## config.mk

```make
export PLATFORM = sky130hd
export DESIGN_NAME = regfile_writer
export DESIGN_NICKNAME = d
export VERILOG_FILES = /design/src/rtl/regfile_writer.sv
export SDC_FILE = /design/constraint.sdc
export NUM_CORES = 1
export LEC_CHECK = 0
export CORE_AREA = 2 2 414 416
export CTS_CLUSTER_SIZE = 40
export DETAILED_ROUTE_END_ITERATION = 8
export DIE_AREA = 0 0 416 418
export SLEW_MARGIN = 5
export SYNTH_ARGS = -nofsm -noshare
export SYNTH_HDL_FRONTEND = slang
export SYNTH_SLANG_ARGS = --single-unit
```

## constraint.sdc

```tcl
create_clock -name clk -period 1.01 [get_ports clk]
set_clock_uncertainty 0.15 [all_clocks]
set_input_delay 0.202 -clock clk [delete_from_list [all_inputs] [get_ports clk]]
set_output_delay 0.202 -clock clk [all_outputs]
set_load 0.01 [all_outputs]
```

## src/rtl/regfile_writer.sv

```systemverilog
// Write side of the 32 x 32-bit general-purpose register file.
// One-hot write decode, 31 storage registers, all values presented in parallel; register 0 is constant zero.
module regfile_writer (
  input  logic        clk,
  input  logic        rst_n,
  input  logic        we,
  input  logic [4:0]  waddr,
  input  logic [31:0] wdata,
  output logic [31:0] odata1,
  output logic [31:0] odata2,
  output logic [31:0] odata3,
  output logic [31:0] odata4,
  output logic [31:0] odata5,
  output logic [31:0] odata6,
  output logic [31:0] odata7,
  output logic [31:0] odata8,
  output logic [31:0] odata9,
  output logic [31:0] odata10,
  output logic [31:0] odata11,
  output logic [31:0] odata12,
  output logic [31:0] odata13,
  output logic [31:0] odata14,
  output logic [31:0] odata15,
  output logic [31:0] odata16,
  output logic [31:0] odata17,
  output logic [31:0] odata18,
  output logic [31:0] odata19,
  output logic [31:0] odata20,
  output logic [31:0] odata21,
  output logic [31:0] odata22,
  output logic [31:0] odata23,
  output logic [31:0] odata24,
  output logic [31:0] odata25,
  output logic [31:0] odata26,
  output logic [31:0] odata27,
  output logic [31:0] odata28,
  output logic [31:0] odata29,
  output logic [31:0] odata30,
  output logic [31:0] odata31,
  output logic [31:0] odata32,
  output logic        wr_done
);

  logic [31:0] rf_reg [1:31];
  logic [31:1] wen;
  logic        wr_done_reg;
  logic        wr_done_next;

  // Enables exist only for registers 1..31, so a waddr=0 write has nowhere to land.
  // Gating by we first keeps an unknown waddr from reaching any enable while idle.
  genvar gi;
  generate
    for (gi = 1; gi < 32; gi++) begin : gen_dec
      assign wen[gi] = we && (waddr == 5'(gi));
    end
  endgenerate

  assign wr_done_next = |wen;

  always_ff @(posedge clk or negedge rst_n) begin
    if (!rst_n) begin
      for (int i = 1; i < 32; i++) begin
        rf_reg[i] <= '0;
      end
      wr_done_reg <= 1'b0;
    end else begin
      for (int i = 1; i < 32; i++) begin
        if (wen[i]) begin
          rf_reg[i] <= wdata;
        end
      end
      wr_done_reg <= wr_done_next;
    end
  end

  assign wr_done = wr_done_reg;

  assign odata1  = 32'h0;
  assign odata2  = rf_reg[1];
  assign odata3  = rf_reg[2];
  assign odata4  = rf_reg[3];
  assign odata5  = rf_reg[4];
  assign odata6  = rf_reg[5];
  assign odata7  = rf_reg[6];
  assign odata8  = rf_reg[7];
  assign odata9  = rf_reg[8];
  assign odata10 = rf_reg[9];
  assign odata11 = rf_reg[10];
  assign odata12 = rf_reg[11];
  assign odata13 = rf_reg[12];
  assign odata14 = rf_reg[13];
  assign odata15 = rf_reg[14];
  assign odata16 = rf_reg[15];
  assign odata17 = rf_reg[16];
  assign odata18 = rf_reg[17];
  assign odata19 = rf_reg[18];
  assign odata20 = rf_reg[19];
  assign odata21 = rf_reg[20];
  assign odata22 = rf_reg[21];
  assign odata23 = rf_reg[22];
  assign odata24 = rf_reg[23];
  assign odata25 = rf_reg[24];
  assign odata26 = rf_reg[25];
  assign odata27 = rf_reg[26];
  assign odata28 = rf_reg[27];
  assign odata29 = rf_reg[28];
  assign odata30 = rf_reg[29];
  assign odata31 = rf_reg[30];
  assign odata32 = rf_reg[31];

endmodule

```

==> out/qor.csv <==
metric,value,unit
status,finished with violations,
failing checks,"negative hold slack, negative setup slack",
Die X,416,um
Setup WS post-layout,-0.684,ns
power per cell area,2220,mW/mm2
port buffer count,1032,
"CP delay by family, top",flip-flops,
Leakage,0.0277,uW
cell with the most instances after synthesis,dfrtp_1,
Layout Cell Area excl Fill,0.0564,mm2
# IOs,1065,
Worst-Margin Slew,0.519,ns
crit path cell chain,buf_2,
Worst setup SP type,register,
# setup viols final,1858,
CP max stage cell,dfrtp_1,
number of synthesized flops with an enable pin,0,
Multi-input gate area,0.0121,mm2
Layout fillers,16700,
ys async rst share,100,%
worst setup path category,register to output port,
routed vias/inst,4.21,
first-pass GRT wire length,202,mm
post-synthesis cell count,2260,
router iterations before antenna repair,5,
total CTS buffers,108,
Synth top area share,66.4,%
Post-Syn Area,0.0374,mm2
"slowest stage delay, CP",0.43,ns
minimum clock period,1.69,ns
RSZ-0062 raised after global routing,true,
CP Data Arrival Time,1.34,ns
gpl congestion,0.767,
Initial Util,22.1,%
Initial DRC Count,1281,
die height,418,um
"Slew Viols, Final",0,
Vias,25100,
Post-synth top flop,dfrtp_1,
Post-Syn Area per Cell,16.6,um2
register area share after synthesis,66.4,%
Inst Count DP,5593,
Peak VDD IR,1710,uV
total core area,0.169,mm2
Area contributors post-synth,"dfrtp_1 66%, mux2_2 27%, mux2_1 2.4%",
Root Driver,clkbuf_16,
commonest cells in the netlist,"993 x dfrtp_1, 913 x mux2_2, 96 x clkbuf_1, 87 x buf_2, 79 x mux2_1",
synthesis-to-finish area growth,50.6,%
Die ar.,0.174,mm2
"Core Util, Final",33.3,%
fin nets,3679,
final hold vios,14,
number of synthesis warnings,0,
Tcrit/Tclk final,168,%
ANT nets after route,0,
Slew Limit Headroom,65.4,%
maxcap violations,0,
DP Worst Slack,-1.68,ns
worst skew pair latency,0.76,ns
crit path buf inv count,1,
CTS tree,yes,
Yosys cell types,19,
top achievable clock speed,590,MHz
# DRC,0,
"Max FO, Critical Path",2,
number of H-tree levels,3,
DP Area,0.0532,mm2
vias in the first global route,25600,
Setup crit end kind,output port,
routed wire length,147,mm
DP Wirelength,105,mm
layout cells sized above 1,68.8,%
number of antenna violations at the first check in global routing,10,
largest net degree at the start of global routing,90,
"FF+latch count, synth",993,
hold_ws,-0.0490,ns
register area,0.0249,mm2
grt total ovfl,0,
gr usage total,16.3,%
"area leader, netlist",dfrtp_1,
Routed WL per cell,24.7,um
CP required,0.66,ns
Clock Tree Buf Depth,3,
Worst Hold Class,input port to async pin,
row cnt,151,
"Clk pin slew, worst setup/hold paths",0.06,ns
clk sink count,993,
Final Non-Filler Cells,5952,
-- final timing paths --
| path | start | end | slack (ns) | cells past startpoint |
|---|---|---|---|---|
| min reg2reg | odata8[6] | odata8[6] | 0.33 | 1 |
| max in group asynchronous | rst_n | odata10[19] | 0.12 | 4 |
| max | odata28[11] | odata28[11] | -0.68 | 1 |
| min | rst_n | odata23[10] | -0.05 | 3 |
| min in group clk | waddr[2] | wr_done | 0 | 4 |
| max reg2reg | odata8[2] | odata8[2] | -0.28 | 4 |
-- power by group --
part           switching, uW  leakage, uW  total, uW  internal, uW
clock network          17000      0.00180      40400         23400
logic                  14200       0.0132      32200         18100
registers               4820       0.0127      52400         47600
-- timing repair --
action / 4_1_cts / 5_1_grt
resized for setup: 3796 / 925
hold buffers: 23 / 4
endpoints found under the hold margin: 1675 / 21
gates cloned: 0 / 3
pin swaps: 0 / 1
buffers inserted: 33 / 91
setup endpoints to repair: 1986 / 1986
-- cell usage in the layout (no fill, tap or decap), types with 3 or more instances in the layout --
master           count
clkinvlp_4           5
nand2_4              3
clkdlybuf4s50_1     10
nand2_2              8
inv_6                3
clkbuf_8            27
dlygate4sd3_1       27
nor2_4              16
clkinv_2            21
and4bb_2             3
buf_6              511
dfrtp_1            992
nand3_4              3
clkbuf_16          112
clkbuf_1            26
bufinv_16            5
mux2_2             842
conb_1              32
clkbuf_2           103
clkinv_16            3
buf_2              410
buf_12              96
mux2_4              82
buf_4              302
nand4b_1             3
diode_2              3
mux2_1              68
-- final cells by class --
class | instances | area share (%)
antenna | 3 | 0.0133
clock buffer | 163 | 5.72
clock inverter | 39 | 0.777
multi-input combinational | 1071 | 21.4
sequential | 993 | 44.1
tap | 2218 | 4.92
timing repair buffer | 1465 | 23.1
-- metal layers --
| metal | track usage [%] | vias to the layer above | part of all wire (%) |
|---|---|---|---|
| met5 | 0 | - | 0.031 |
| met4 | 6.87 | 8 | 4.2 |
| met3 | 3.91 | 261 | 5.4 |
| met2 | 28.4 | 824 | 51 |
| met1 | 19.1 | 13400 | 40 |
| li1 | - | 10600 | - |
-- stage by stage --
stage                     power (uW)  TNS [ns]
after floorplan                63400   -565.80
after global placement         85800  -1603.87
after detailed placement       86400  -1596.48
after CTS                     122000  -1226.11
after global routing          130000   -761.86
final                         125000   -681.35
-- cells by family after synthesis --
family / share of synthesized area (%)
AOI/OAI and AO/OA: 0.0301
buffers and inverters: 3.01
DFF: 66.4
muxes: 29.9
other: 0.0100
and+or+nand+nor: 0.682
No activity file was read; power rests on OpenSTA's default activity.
